## config.mk

```make
export PLATFORM = sky130hd
export DESIGN_NAME = cpu_fetch_pc
export DESIGN_NICKNAME = d
export VERILOG_FILES = /design/src/rtl/cpu_fetch_pc.sv
export SDC_FILE = /design/constraint.sdc
export NUM_CORES = 1
export LEC_CHECK = 0
export ABC_AREA = 1
export BUFFER_PORTS_ARGS = -buffer_cell sky130_fd_sc_hd__buf_4
export CAP_MARGIN = 20
export CORE_MARGIN = 2
export CORE_UTILIZATION = 28
export CTS_CLUSTER_DIAMETER = 30
export CTS_CLUSTER_SIZE = 10
export DETAILED_ROUTE_END_ITERATION = 12
export HOLD_SLACK_MARGIN = 0.1
export PLACE_DENSITY = 0.51
export SLEW_MARGIN = 20
export SYNTH_ARGS = -nofsm -noshare
export SYNTH_HDL_FRONTEND = slang
export SYNTH_SLANG_ARGS = --single-unit
```

## constraint.sdc

```tcl
create_clock -name clk -period 3.6 [get_ports clk]
set_input_delay 0.18 -clock clk [delete_from_list [all_inputs] [get_ports clk]]
set_output_delay 0.18 -clock clk [all_outputs]
set_load 0.05 [all_outputs]
```

## src/rtl/cpu_fetch_pc.sv

```systemverilog
// cpu_fetch_pc: fetch-stage PC, in-flight imem read tracker and F/D pipeline register.
module cpu_fetch_pc #(
    parameter logic [15:0] RESET_PC  = 16'h0000,
    parameter logic [15:0] NOP_INSTR = 16'h0000
) (
    input  logic        clk,
    input  logic        reset,
    input  logic        pc_ld,
    input  logic [1:0]  pc_addr_sel,
    input  logic        pc_rd,
    input  logic        flush_f,
    input  logic        decode_pc_ld,
    input  logic        decode_ir_ld,
    input  logic        fwd_pc,
    input  logic [15:0] x_pc,
    input  logic [15:0] x_instr,
    input  logic [15:0] rx_data,
    input  logic [15:0] wb_data,
    output logic [15:0] imem_addr,
    output logic        imem_rd,
    input  logic [15:0] imem_rddata,
    output logic [15:0] pc,
    output logic [15:0] decode_pc,
    output logic [15:0] decode_ir,
    output logic        decode_valid
);
    logic [15:0] pc_q, pc_d, dpc_q, dpc_d, dir_q, dir_d, f_pc_q, rel_tgt, pc_nxt;
    logic        dv_q, dv_d, f_valid_q;

    // imm11 is a halfword offset relative to the execute instruction's PC+2
    assign rel_tgt = x_pc + {{4{x_instr[15]}}, x_instr[15:5], 1'b0};

    always_comb begin
        pc_nxt = pc_addr_sel == 2'd0 ? pc_q + 16'd2 :
                 pc_addr_sel == 2'd1 ? (fwd_pc ? wb_data : rx_data) :
                 pc_addr_sel == 2'd2 ? rel_tgt : pc_q;
        pc_d   = pc_ld ? pc_nxt : pc_q;
        dir_d  = flush_f ? NOP_INSTR : decode_ir_ld ? (f_valid_q ? imem_rddata : NOP_INSTR) : dir_q;
        dv_d   = flush_f ? 1'b0 : decode_ir_ld ? f_valid_q : dv_q;
        dpc_d  = (decode_pc_ld && !flush_f) ? f_pc_q + 16'd2 : dpc_q;
    end

    always_ff @(posedge clk or posedge reset) begin
        if (reset) begin
            pc_q      <= RESET_PC;
            dpc_q     <= 16'h0000;
            dir_q     <= NOP_INSTR;
            dv_q      <= 1'b0;
            f_valid_q <= 1'b0;
            f_pc_q    <= 16'h0000;
        end else begin
            pc_q      <= pc_d;
            dpc_q     <= dpc_d;
            dir_q     <= dir_d;
            dv_q      <= dv_d;
            f_valid_q <= pc_rd & ~flush_f;
            f_pc_q    <= pc_q;
        end
    end

    assign imem_addr    = pc_q;
    assign imem_rd      = pc_rd;
    assign pc           = pc_q;
    assign decode_pc    = dpc_q;
    assign decode_ir    = dir_q;
    assign decode_valid = dv_q;
endmodule

```

Yosys cells after proc, flatten, opt, wreduce, memory -nomap -nowiden --
Cells that the tools add are included.
Word-level totals: flip-flop bits (word level) 66, input bits 90, output and inout port bits 66, logic and storage cells 28
Cells by class: $add $sub $neg 3, eq/ne operators 2, muxes and demuxes 9, bitwise logic cells 2, reductions and logical operators 6
Operators by type and width (number):
- $mux 16 | 7
- $add 16x2->16 const B | 2
- $add 16x16->16 | 1
- $reduce_bool 3->1 | 1
- $eq 2x1->1 const B | 1
- $eq 2x2->1 const B | 1
- $logic_not 2->1 | 1
- $mux 1 | 2
- $reduce_and 2->1 | 1
- $reduce_bool 2->1 | 1
- $and 1x1->1 | 1
- $logic_and 1x1->1 | 1
- $logic_not 1->1 | 1
- $not 1->1 | 1

Logic depth before layout (Yosys ltp) --
Gate-level depths: netlist (run 1).
depth after elaboration 4, depth in mapped cells 15, gate-level depth less buffers 15

Least setup slack after synthesis (run 1) --
No wires, ideal clock.
path type register -> register, start point reg pc_q[1] (netlist: imem_addr[1]), end point reg pc_q[15] (netlist: imem_addr[15]), library setup time 0.066 ns, arrival 1.819 ns, data required time 3.534 ns, path slack 1.714 ns, stages on the path, launching flop included 11, buffers on the path 0, period minus slack after synthesis 1.886 ns, cell sequence dfrtp_1 ha_1 nand3_2 nor2_1 nand3_1 or2_0 nand3_1 nand2_1 inv_1 nand2_1 nand2_1
On the way: word-level cells in the longest chain between the ends 2
RTL lines:
- start: declaration | RTL line 27 | logic [15:0] pc_q, pc_d, dpc_q, dpc_d, dir_q, dir_d, f_pc_q, rel_tgt, pc_nxt;
- start signal: assignment | RTL line 52 | pc_q <= pc_d;
- $add 16x2->16 | RTL line 34 | pc_nxt = pc_addr_sel == 2'd0 ? pc_q + 16'd2 :
- $mux 16 | RTL line 34
Every way passes these cells. A chain may end at the register's enable or synchronous reset.

Worst setup path after layout (run 1) --
Same ends and word-level chain as after synthesis.

==> out/metrics.csv, run 1 <==
metric,value,unit
GR Util met1,0.204,
row cnt,45,
"Cell Area, Synth",0.00431,mm²
ANT nets after route,0,
Reg2Reg Setup Slack,1.79,ns
GR Layer Usage met2,0.249,
R2R cell count,10,
Mapped Cells,597,
min-delay worst type,in -> async,
CP arrival,2.07,ns
I/O Pins,156,
area of the multi-input gates,0.00214,mm²
Pre-Repair DR Iteration Count,6,
DRT iter0 DRCs,215,
HPWL after DPL,9.47,mm
Synth Warn #,0,
DRC Markers,0,
skew final,0.00439,ns
Synth Area per Inst,7.22,µm²
Leakage,3.04,nW
max-cap violation count,0,
pwr/cell area,492,mW/mm²
worst vdd ir,0.210,mV
"EDFF count, synth",0,
CP startpoint,imem_addr[1]$_DFFE_PP0P_,
switching power,1.14,mW
Comb pwr share,0.379,
Synth top area share,0.383,
slew of the pin with the lowest slew margin,0.923,ns
setup total negative slack,0,ns
I/O Buffers,150,
CTS buffer count,9,
Final Total Pwr,2.84,mW
DR vias/cell,4.60,
Setup CP Type,reg -> reg,
min cycle time layout,1.81,ns
CP most frequent cell,nand2_1,
"area leader, netlist",dfrtp_1,
GR peak layer,met2,
Achievable Freq,553,MHz
final hold violation count,0,
CP required,3.86,ns
Die Y,128,µm
CTS Hold Buffers Added,2,
crit path launch type,flop,
Post-synth top cells,"nand2_1, inv_1, dfrtp_1",
largest net degree at the start of global routing,53,
grt ovf,0,
post-synthesis sequential area ratio,0.383,
Synth async-reset ratio,1.00,
Unique masters post-synth,38,
All-Layer GR Usage,0.152,
worst r2r src,imem_addr[1]$_DFFE_PP0P_,
Post-CTS Setup Inserts,0,
reg2reg end,imem_addr[15]$_DFFE_PP0P_,
post-DR wirelength/cell,13.3,µm
status,"finished, final reports clean",
count of state elements after synthesis,66,
Power Internal,1.70,mW
vias in the first global route,4214,
clock sink count,66,
# diodes,0,
CTS tree,yes,
Post-CTS Resized,0,
ratio of cells with drive above 1 in the final layout,0.245,
GP Congestion,0.779,
full die area,0.0164,mm²
Slowest cell on crit path,dfrtp_1,
Slew Limit Headroom,0.385,
Filler cells,1610,
met3 Use GR,0.0288,
Post-Route WL,12.3,mm
CP Capture Type,flop,
syn nets,707,
crit path to,imem_addr[15]$_DFFE_PP0P_,
clock buffer depth,2,
Vias,4228,
"count leader, synth",nand2_1,
dominant synthesized flop cell,dfrtp_1,
Initial Utilization,0.285,
sequential power share,0.348,
clk root buf,clkbuf_16,
max incr delay on CP,0.56,ns
unrepaired setup endpoints after global routing,no,
area grow syn2layout,34.0,%
first-pass GRT wire length,20.1,mm
sequential cell area,0.00165,mm²
H-tree levels,3,
Clock transition at path regs,0.05,ns
"top cells by area, synth","dfrtp_1, nand2_1, inv_1",
Chip Width,128,µm
Clk pwr share,0.273,
max-slew violation count,0,
crit path cell chain,ha_1 -> nand3_2 -> nor2_1 -> nand3_1 -> or2_0 -> nand3_1 -> nand2_1 -> inv_1 -> nand2_1 -> nand2_1,
count of nets after finishing,839,
total core area,0.0151,mm²
fin crit share,0.503,
Critical Path Fanout Max,9,
Sw Ratio,0.403,
initial antenna violation count,0,
worst skew pair latency,0.32,ns
Finish-stage setup viols,0,
-- through the flow --
stage          hold slack (ns)  std cells  worst slack [ns]  cell area [µm²]   util
3_5_place_dp             0.356        904              1.45             5500  0.363
2_1_floorplan            0.245        597              1.71             4310      -
5_1_grt                  0.105        919              1.50             5780  0.381
6_report                0.0318        919              1.79             5780  0.381
4_1_cts                  0.112        919              1.72             5780  0.381
3_3_place_gp             0.352        904              1.47             5500  0.363
-- state kept, by name, indices dropped and copies added, names as in the netlist --
signal and count:
f_pc_q 16, decode_ir 16, decode_valid 1, decode_pc 16, f_valid_q 1, imem_addr 16
-- critical path, delay by kind of cell, from the launching register on --
family,cells,cell delay (ns)
buffers and inverters,1,0.05
AND/OR/NAND/NOR,8,0.88
flip-flops,1,0.56
adder cells (fa/ha/maj),1,0.27
-- power groups by stage --
stage	Clock (mW)	Sequential, mW	Combinational, mW
finish	0.775	0.989	1.08
global route	0.831	1.01	1.17
CTS	0.797	0.991	1.08
detailed placement	0	1.00	1.08
global placement	0	0.995	1.07
floorplan	0	1.23	0.514
-- cells in the final DEF (no fill, tap or decap), types with 2 or more instances in the layout --
cell | synthesis | routed
buf_4 | 17 | 152
dlygate4sd3_1 | 0 | 2
clkbuf_8 | 0 | 2
clkbuf_16 | 0 | 9
nand2_1 | 150 | 150
nand3b_1 | 3 | 3
xnor2_1 | 5 | 5
o21ai_0 | 41 | 41
or2_2 | 4 | 4
nand2_2 | 2 | 2
xor2_1 | 13 | 13
a31oi_1 | 2 | 2
nor3_1 | 5 | 5
nor4_1 | 2 | 2
inv_1 | 85 | 84
clkinv_1 | 2 | 2
o22ai_1 | 17 | 17
ha_1 | 19 | 19
nand3_2 | 4 | 4
o21bai_1 | 3 | 3
a21oi_1 | 22 | 22
nor2_1 | 60 | 60
o211ai_1 | 2 | 2
nand4_1 | 5 | 5
nand3_1 | 39 | 39
dfrtp_1 | 66 | 66
clkbuf_1 | 12 | 2
-- cell families after synthesis --
kind of cell / Yosys count / share of synthesized area
and+or+nand+nor: 282 / 0.285
buffers and inverters: 121 / 0.121
AOI/OAI and AO/OA: 90 / 0.114
DFF: 66 / 0.383
adders and majority gates: 20 / 0.0598
xor gates and xnor gates: 18 / 0.0366
-- final cells by class --
class,count,share of cell area
well taps,188,0.0407
inverters,88,0.0574
multi-input cells,410,0.370
repair buffers,154,0.201
clock buffers,13,0.0451
flip-flops and latches,66,0.286
-- worst min-delay path by stage --
stage | end | start
after global placement | f_valid_q$_DFF_PP0_ | flush_f
final | imem_addr[3]$_DFFE_PP0P_ | reset
after floorplan | f_valid_q$_DFF_PP0_ | flush_f
after detailed placement | f_valid_q$_DFF_PP0_ | flush_f
after global routing | imem_addr[3]$_DFFE_PP0P_ | reset
after CTS | decode_ir[8]$_DFFE_PP0P_ | imem_rddata[8]
-- layer usage --
metal | share of wire | vias up
li1 | - | 2158
met1 | 0.48 | 1935
met2 | 0.46 | 124
met3 | 0.052 | 11
met4 | 0.012 | 0
met5 | 0 | -
No activity file was read; power rests on OpenSTA's default activity.
==> run 2: changes to the inputs <==
--- a/config.mk
+++ b/config.mk
@@ -14,7 +14,7 @@
 export CTS_CLUSTER_SIZE = 10
 export DETAILED_ROUTE_END_ITERATION = 12
 export HOLD_SLACK_MARGIN = 0.1
-export PLACE_DENSITY = 0.51
+export PLACE_DENSITY = 0.53
 export SLEW_MARGIN = 20
 export SYNTH_ARGS = -nofsm -noshare
 export SYNTH_HDL_FRONTEND = slang
==> constraint.sdc (replaced) <==
create_clock -name clk -period 1.53 [get_ports clk]
set_input_delay 0.0765 -clock clk [delete_from_list [all_inputs] [get_ports clk]]
set_output_delay 0.0765 -clock clk [all_outputs]
set_load 0.05 [all_outputs]
==> run 2 against run 1 <==
Clock skew grew 0.0013 ns. First-iteration DRC count is 14% lower. Utilization increased by 4.9 points. Register-to-register slack lost 1.8 ns. Global-route usage grew 0.30 points. Design area increased by 13%. Combinational power grew to 2.7 times the previous value. Worst hold slack gained 0.10 ns. Die area did not move. Worst setup slack got worse by 1.8 ns. Wire length increased by 4.1%. Critical path type unchanged. Largest cell class unchanged. Largest power group unchanged.
==> out/metrics.csv, run 2 (synthesized netlist as in run 1, its figures left out) <==
metric,value,unit,change
status,"finished, final reports clean",,unchanged
total core area,0.0151,mm²,unchanged
GP Congestion,0.818,,was 0.779
"worst slack, placed",-0.195,ns,was 1.45 ns
final instance area,0.00652,mm²,was 0.00578 mm²
Post-Route WL,12.8,mm,was 12.3 mm
fin crit share,0.994,,was 0.503
grt ovf,0,,unchanged
Reg2Reg Setup Slack,0.009,ns,was 1.79 ns
Die Y,128,µm,unchanged
full die area,0.0164,mm²,unchanged
worst setup margin,0.00922,ns,was 1.79 ns
max-cap violation count,0,,unchanged
DRC Markers,0,,unchanged
CP Capture Type,flop,,unchanged
worst vdd ir,0.515,mV,was 0.210 mV
I/O Pins,156,,unchanged
reg2reg end,decode_pc[11]$_DFFE_PP0P_,,was imem_addr[15]$_DFFE_PP0P_
Critical Path Fanout Max,3,,was 9
min cycle time layout,1.52,ns,was 1.81 ns
slew of the pin with the lowest slew margin,0.442,ns,was 0.923 ns
area grow syn2layout,51.3,%,was 34.0%
CTS tree,yes,,unchanged
HPWL after DPL,9.94,mm,was 9.47 mm
CP required,1.73,ns,was 3.86 ns
CP arrival,1.72,ns,was 2.07 ns
Initial Utilization,0.285,,unchanged
post-DR wirelength/cell,12.8,µm,was 13.3 µm
DR vias/cell,4.48,,was 4.60
vias in the first global route,4378,,"was 4,214"
Chip Width,128,µm,unchanged
non-filler instance count after layout,996,,was 919
final core occ,0.431,,was 0.381
placed cells,944,,was 904
Placed Area,0.00587,mm²,was 0.00550 mm²
R2R cell count,9,,was 10
pwr/cell area,1080,mW/mm²,was 492 mW/mm²
initial antenna violation count,0,,unchanged
setup total negative slack,0,ns,unchanged
Finish-stage setup viols,0,,unchanged
worst skew pair latency,0.32,ns,about the same
skew final,0.00572,ns,was 0.00439 ns
ratio of cells with drive above 1 in the final layout,0.325,,was 0.245
unrepaired setup endpoints after global routing,yes,,was no
clock sink count,66,,unchanged
Clock transition at path regs,0.05,ns,about the same
CTS buffer count,9,,unchanged
largest net degree at the start of global routing,51,,was 53
H-tree levels,3,,unchanged
Achievable Freq,658,MHz,was 553 MHz
clk root buf,clkbuf_16,,unchanged
max-slew violation count,0,,unchanged
count of nets after finishing,915,,was 839
Setup CP Type,reg -> reg,,unchanged
Leakage,3.41,nW,was 3.04 nW
final hold violation count,0,,unchanged
worst r2r src,f_pc_q[2]$_DFF_PP0_,,was imem_addr[1]$_DFFE_PP0P_
"most common cell after layout, fill and taps aside",buf_4,,unchanged
crit path launch type,flop,,unchanged
Slew Limit Headroom,0.705,,was 0.385
CP startpoint,f_pc_q[2]$_DFF_PP0_,,was imem_addr[1]$_DFFE_PP0P_
ANT nets after route,0,,unchanged
min-delay worst type,in -> reg,,was in -> async
row cnt,45,,unchanged
clock buffer depth,2,,unchanged
DRT iter0 DRCs,185,,was 215
most frequent cells in the layout,"buf_4, nand2_1, inv_1",,unchanged
I/O Buffers,150,,unchanged
Pre-Repair DR Iteration Count,4,,was 6
Vias,4459,,"was 4,228"
crit path to,decode_pc[11]$_DFFE_PP0P_,,was imem_addr[15]$_DFFE_PP0P_
All-Layer GR Usage,0.155,,was 0.152
first-pass GRT wire length,20.4,mm,was 20.1 mm
# diodes,0,,unchanged
==> run 2: cell types whose count changed in the layout (fill, tap and decap cells not counted), moves of 3 or more <==
cell / before / now
dfrtp_1: 66 / 55
o21ai_0: 41 / 36
o21ai_1: 1 / 6
dfrtp_2: 0 / 10
buf_4: 152 / 208
nand3_1: 39 / 36
nand2_1: 150 / 147
nor3_1: 5 / 2
dlygate4sd3_1: 2 / 20
==> run 2: per-stage QoR <==
step / power [mW] / hold WS [ns]
final: 7.04 / 0.135
after global placement: 5.06 / 0.108
after floorplan: 4.14 / 0.142
after detailed placement: 5.09 / 0.112
after CTS: 6.99 / 0.124
after global routing: 7.43 / 0.174
==> run 2: how the worst min path moves through the flow <==
stage	to	cells past startpoint	from	slack, ns
after floorplan	f_valid_q$_DFF_PP0_	1	flush_f	0.14
after global placement	imem_addr[0]$_DFFE_PP0P_	2	reset	0.11
after detailed placement	imem_addr[0]$_DFFE_PP0P_	2	reset	0.11
after CTS	imem_addr[0]$_DFFE_PP0P_	3	x_pc[0]	0.12
after global routing	imem_addr[0]$_DFFE_PP0P_	3	x_pc[0]	0.17
final	imem_addr[10]$_DFFE_PP0P_	5	wb_data[10]	0.14
==> run 2: report_power, final <==
group,internal (mW),total (mW),switching [mW]
combinational,1.09,2.96,1.87
sequential,2.02,2.27,0.248
clock,1.12,1.81,0.684
total,4.24,7.04,2.80
==> run 2: critical path: stages, from the launching register on <==
cell,delay (ns)
dfrtp_1,0.36
ha_2,0.19
nand2_2,0.07
nor2_4,0.12
nand3_2,0.10
nor2_2,0.13
nand2_2,0.08
nor2_1,0.14
xnor2_1,0.13
o21ai_1,0.09
==> run 2: area by class of cell <==
type | count | area, µm²
inverters | 88 | 334
fillers | 1526 | 8620
well taps | 188 | 235
repair buffers | 230 | 1800
multi-input cells | 410 | 2230
flip-flops and latches | 66 | 1670
clock buffers | 14 | 254
==> run 2: what timing repair did <==
action / in CTS / in global routing
gates resized for setup: 4 / 13
pin swaps: 7 / 7
endpoints found under the setup margin: 4 / 14
hold endpoints to repair: 34 / 0
hold buffers: 20 / 0
buffers inserted: 3 / 15
==> run 2: layer usage <==
layer / vias to the layer above / track usage / routed length, µm
met1: 2008 / 0.206 / 6050
met5: - / 0 / 0
li1: 2313 / - / -
met2: 122 / 0.256 / 5950
met3: 16 / 0.0263 / 572
met4: 0 / 0.0530 / 196
==> run 3: changes to the inputs <==
--- a/config.mk
+++ b/config.mk
@@ -5,7 +5,6 @@
 export SDC_FILE = /design/constraint.sdc
 export NUM_CORES = 1
 export LEC_CHECK = 0
-export ABC_AREA = 1
 export BUFFER_PORTS_ARGS = -buffer_cell sky130_fd_sc_hd__buf_4
 export CAP_MARGIN = 20
 export CORE_MARGIN = 2
==> run 3 against run 2 <==
Synthesized cell count is 27% lower. Worst setup slack worse by 0.14 ns. The run now ends with setup timing left. Sequential power is 2% higher.
==> out/metrics.csv, run 3 <==
metric,value,unit,change
min-delay worst type,in -> reg,,unchanged
worst skew pair latency,0.33,ns,was 0.32 ns
Chip Width,124,µm,was 128 µm
min cycle time layout,1.66,ns,was 1.52 ns
"area leader, netlist",dfrtp_1,,unchanged
most frequent cells in the layout,"buf_4, dfrtp_1, nand2_1",,"was buf_4, nand2_1, inv_1"
clock sink count,66,,unchanged
max-cap violation count,0,,unchanged
Achievable Freq,603,MHz,was 658 MHz
dominant synthesized flop cell,dfrtp_1,,unchanged
DRT iter0 DRCs,159,,was 185
Synth top area share,0.407,,was 0.383
post-DR wirelength/cell,14.7,µm,was 12.8 µm
CTS tree,yes,,unchanged
CP arrival,1.87,ns,was 1.72 ns
"EDFF count, synth",0,,unchanged
syn nets,544,,was 707
total core area,0.0144,mm²,was 0.0151 mm²
ANT nets after route,0,,unchanged
area grow syn2layout,58.3,%,was 51.3%
count of nets after finishing,762,,was 915
skew final,0.00362,ns,was 0.00572 ns
Post-Route WL,12.4,mm,was 12.8 mm
final core occ,0.448,,was 0.431
Final Total Pwr,7.73,mW,was 7.04 mW
pwr/cell area,1200,mW/mm²,was 1080 mW/mm²
fin crit share,1.08,,was 0.994
# diodes,0,,unchanged
vias in the first global route,4038,,"was 4,378"
status,"complete, but fails checks",,"was finished, final reports clean"
H-tree levels,3,,unchanged
Vias,3988,,"was 4,459"
slew of the pin with the lowest slew margin,0.721,ns,was 0.442 ns
clock buffer depth,2,,unchanged
Synth Area per Inst,9.36,µm²,was 7.22 µm²
Synth async-reset ratio,1.00,,unchanged
initial antenna violation count,0,,unchanged
Clock transition at path regs,0.05,ns,about the same
crit path launch type,flop,,unchanged
row cnt,44,,was 45
Post-synth top cells,"dfrtp_1, nand2_1, a21oi_1, o21ai_0, nor2_1",,"was nand2_1, inv_1, dfrtp_1"
clk root buf,clkbuf_16,,unchanged
GP Congestion,0.847,,was 0.818
DRC Markers,0,,unchanged
failing checks,setup timing,,
"Cell Area, Synth",0.00406,mm²,was 0.00431 mm²
post-synthesis sequential area ratio,0.407,,was 0.383
CTS buffer count,9,,unchanged
"top cells by area, synth","dfrtp_1, ha_1, a21oi_1",,"was dfrtp_1, nand2_1, inv_1"
Slew Limit Headroom,0.519,,was 0.705
full die area,0.0155,mm²,was 0.0164 mm²
worst vdd ir,0.535,mV,was 0.515 mV
max-slew violation count,0,,unchanged
ratio of cells with drive above 1 in the final layout,0.444,,was 0.325
I/O Pins,156,,unchanged
Unique masters post-synth,59,,was 38
"count leader, synth",dfrtp_1,,was nand2_1
count of state elements after synthesis,66,,unchanged
Mapped Cells,434,,was 597
Synth Warn #,0,,unchanged
CP Capture Type,flop,,unchanged
unrepaired setup endpoints after global routing,yes,,unchanged
Filler cells,1398,,"was 1,526"
Die Y,124,µm,was 128 µm
HPWL after DPL,9.56,mm,was 9.94 mm
"most common cell after layout, fill and taps aside",buf_4,,unchanged
grt ovf,0,,unchanged
final hold violation count,0,,unchanged
Critical Path Fanout Max,2,,was 3
Initial Utilization,0.283,,was 0.285
first-pass GRT wire length,20.0,mm,was 20.4 mm
Finish-stage setup viols,7,,was 0
CP required,1.74,ns,was 1.73 ns
Pre-Repair DR Iteration Count,4,,unchanged
worst setup margin,-0.128,ns,was 0.00922 ns
Leakage,3.07,nW,was 3.41 nW
I/O Buffers,150,,unchanged
All-Layer GR Usage,0.158,,was 0.155
largest net degree at the start of global routing,32,,was 51
DR vias/cell,4.74,,was 4.48
Setup CP Type,reg -> reg,,unchanged
[run 3: repair_timing]
| item | CTS | global route |
|---|---|---|
| pin swaps | 2 | 5 |
| gates resized for setup | 6 | 19 |
| endpoints found under the setup margin | 15 | 13 |
| hold endpoints to repair | 38 | 0 |
| buffers inserted | 3 | 6 |
| hold buffers | 20 | 0 |
[run 3: worst paths after layout]
kind	start	endpoint	slack (ns)	cells after the start
max	imem_addr[8]$_DFFE_PP0P_	imem_addr[14]$_DFFE_PP0P_	-0.13	7
min	x_pc[0]	imem_addr[0]$_DFFE_PP0P_	0.11	3
max reg2reg	imem_addr[8]$_DFFE_PP0P_	imem_addr[14]$_DFFE_PP0P_	-0.13	7
min reg2reg	imem_addr[5]$_DFFE_PP0P_	f_pc_q[5]$_DFF_PP0_	0.43	0
max in group asynchronous	reset	f_pc_q[1]$_DFF_PP0_	0.60	4
min in group asynchronous	reset	imem_addr[2]$_DFFE_PP0P_	0.37	3
[run 3: area by class of cell]
type | instances | area (µm²) | share of cell area
inverters | 11 | 45.0 | 0.00700
clock buffers | 10 | 229 | 0.0356
clock inverters | 6 | 57.6 | 0.00895
repair buffers | 247 | 1920 | 0.299
flip-flops and latches | 66 | 1670 | 0.260
well taps | 184 | 230 | 0.0358
multi-input cells | 317 | 2270 | 0.354
[run 3: per-stage QoR]
step / hold WS (ns) / cells / setup WS, ns / instance area [µm²] / setup TNS (ns)
final: 0.110 / 841 / -0.128 / 6430 / -0.322
after global routing: 0.165 / 841 / -0.198 / 6430 / -1.12
after CTS: 0.108 / 835 / -0.109 / 6320 / -0.196
after detailed placement: 0.163 / 796 / -0.339 / 5790 / -2.76
after global placement: 0.161 / 796 / -0.320 / 5790 / -2.61
after floorplan: 0.142 / 434 / -0.256 / 4180 / -0.774
[run 3: cells by family (layout without fill, tap and decap cells)]
group                      Yosys count  in the layout  synth area share
buffers and inverters               51            274            0.0727
adders and majority gates           20             20            0.0634
muxes                               17             17            0.0443
and+or+nand+nor                    126            126             0.151
DFF                                 66             66             0.407
AOI/OAI and AO/OA                  130            130             0.211
xor gates and xnor gates            24             24            0.0517
[run 3: critical path, stage by stage (launching register included)]
cell     delay (ns)
dfrtp_2        0.36
nand4_1        0.19
buf_4          0.21
or3_4          0.34
o21ai_2        0.12
nand2_1        0.08
a22oi_2        0.15
o21ai_1        0.09
[run 3: power breakdown]
part           switching [mW]  internal, mW  total, mW
clock                   0.735          1.25       1.98
sequential              0.234          2.07       2.31
combinational            2.12          1.31       3.43
total                    3.09          4.63       7.73
[run 3: layer usage]
metal | vias to the layer above | GRT usage | share of wire
met5 | - | 0 | 0
met4 | 0 | 0.0628 | 0.019
met3 | 15 | 0.0322 | 0.056
met2 | 120 | 0.257 | 0.48
met1 | 1874 | 0.207 | 0.44
li1 | 1979 | - | -
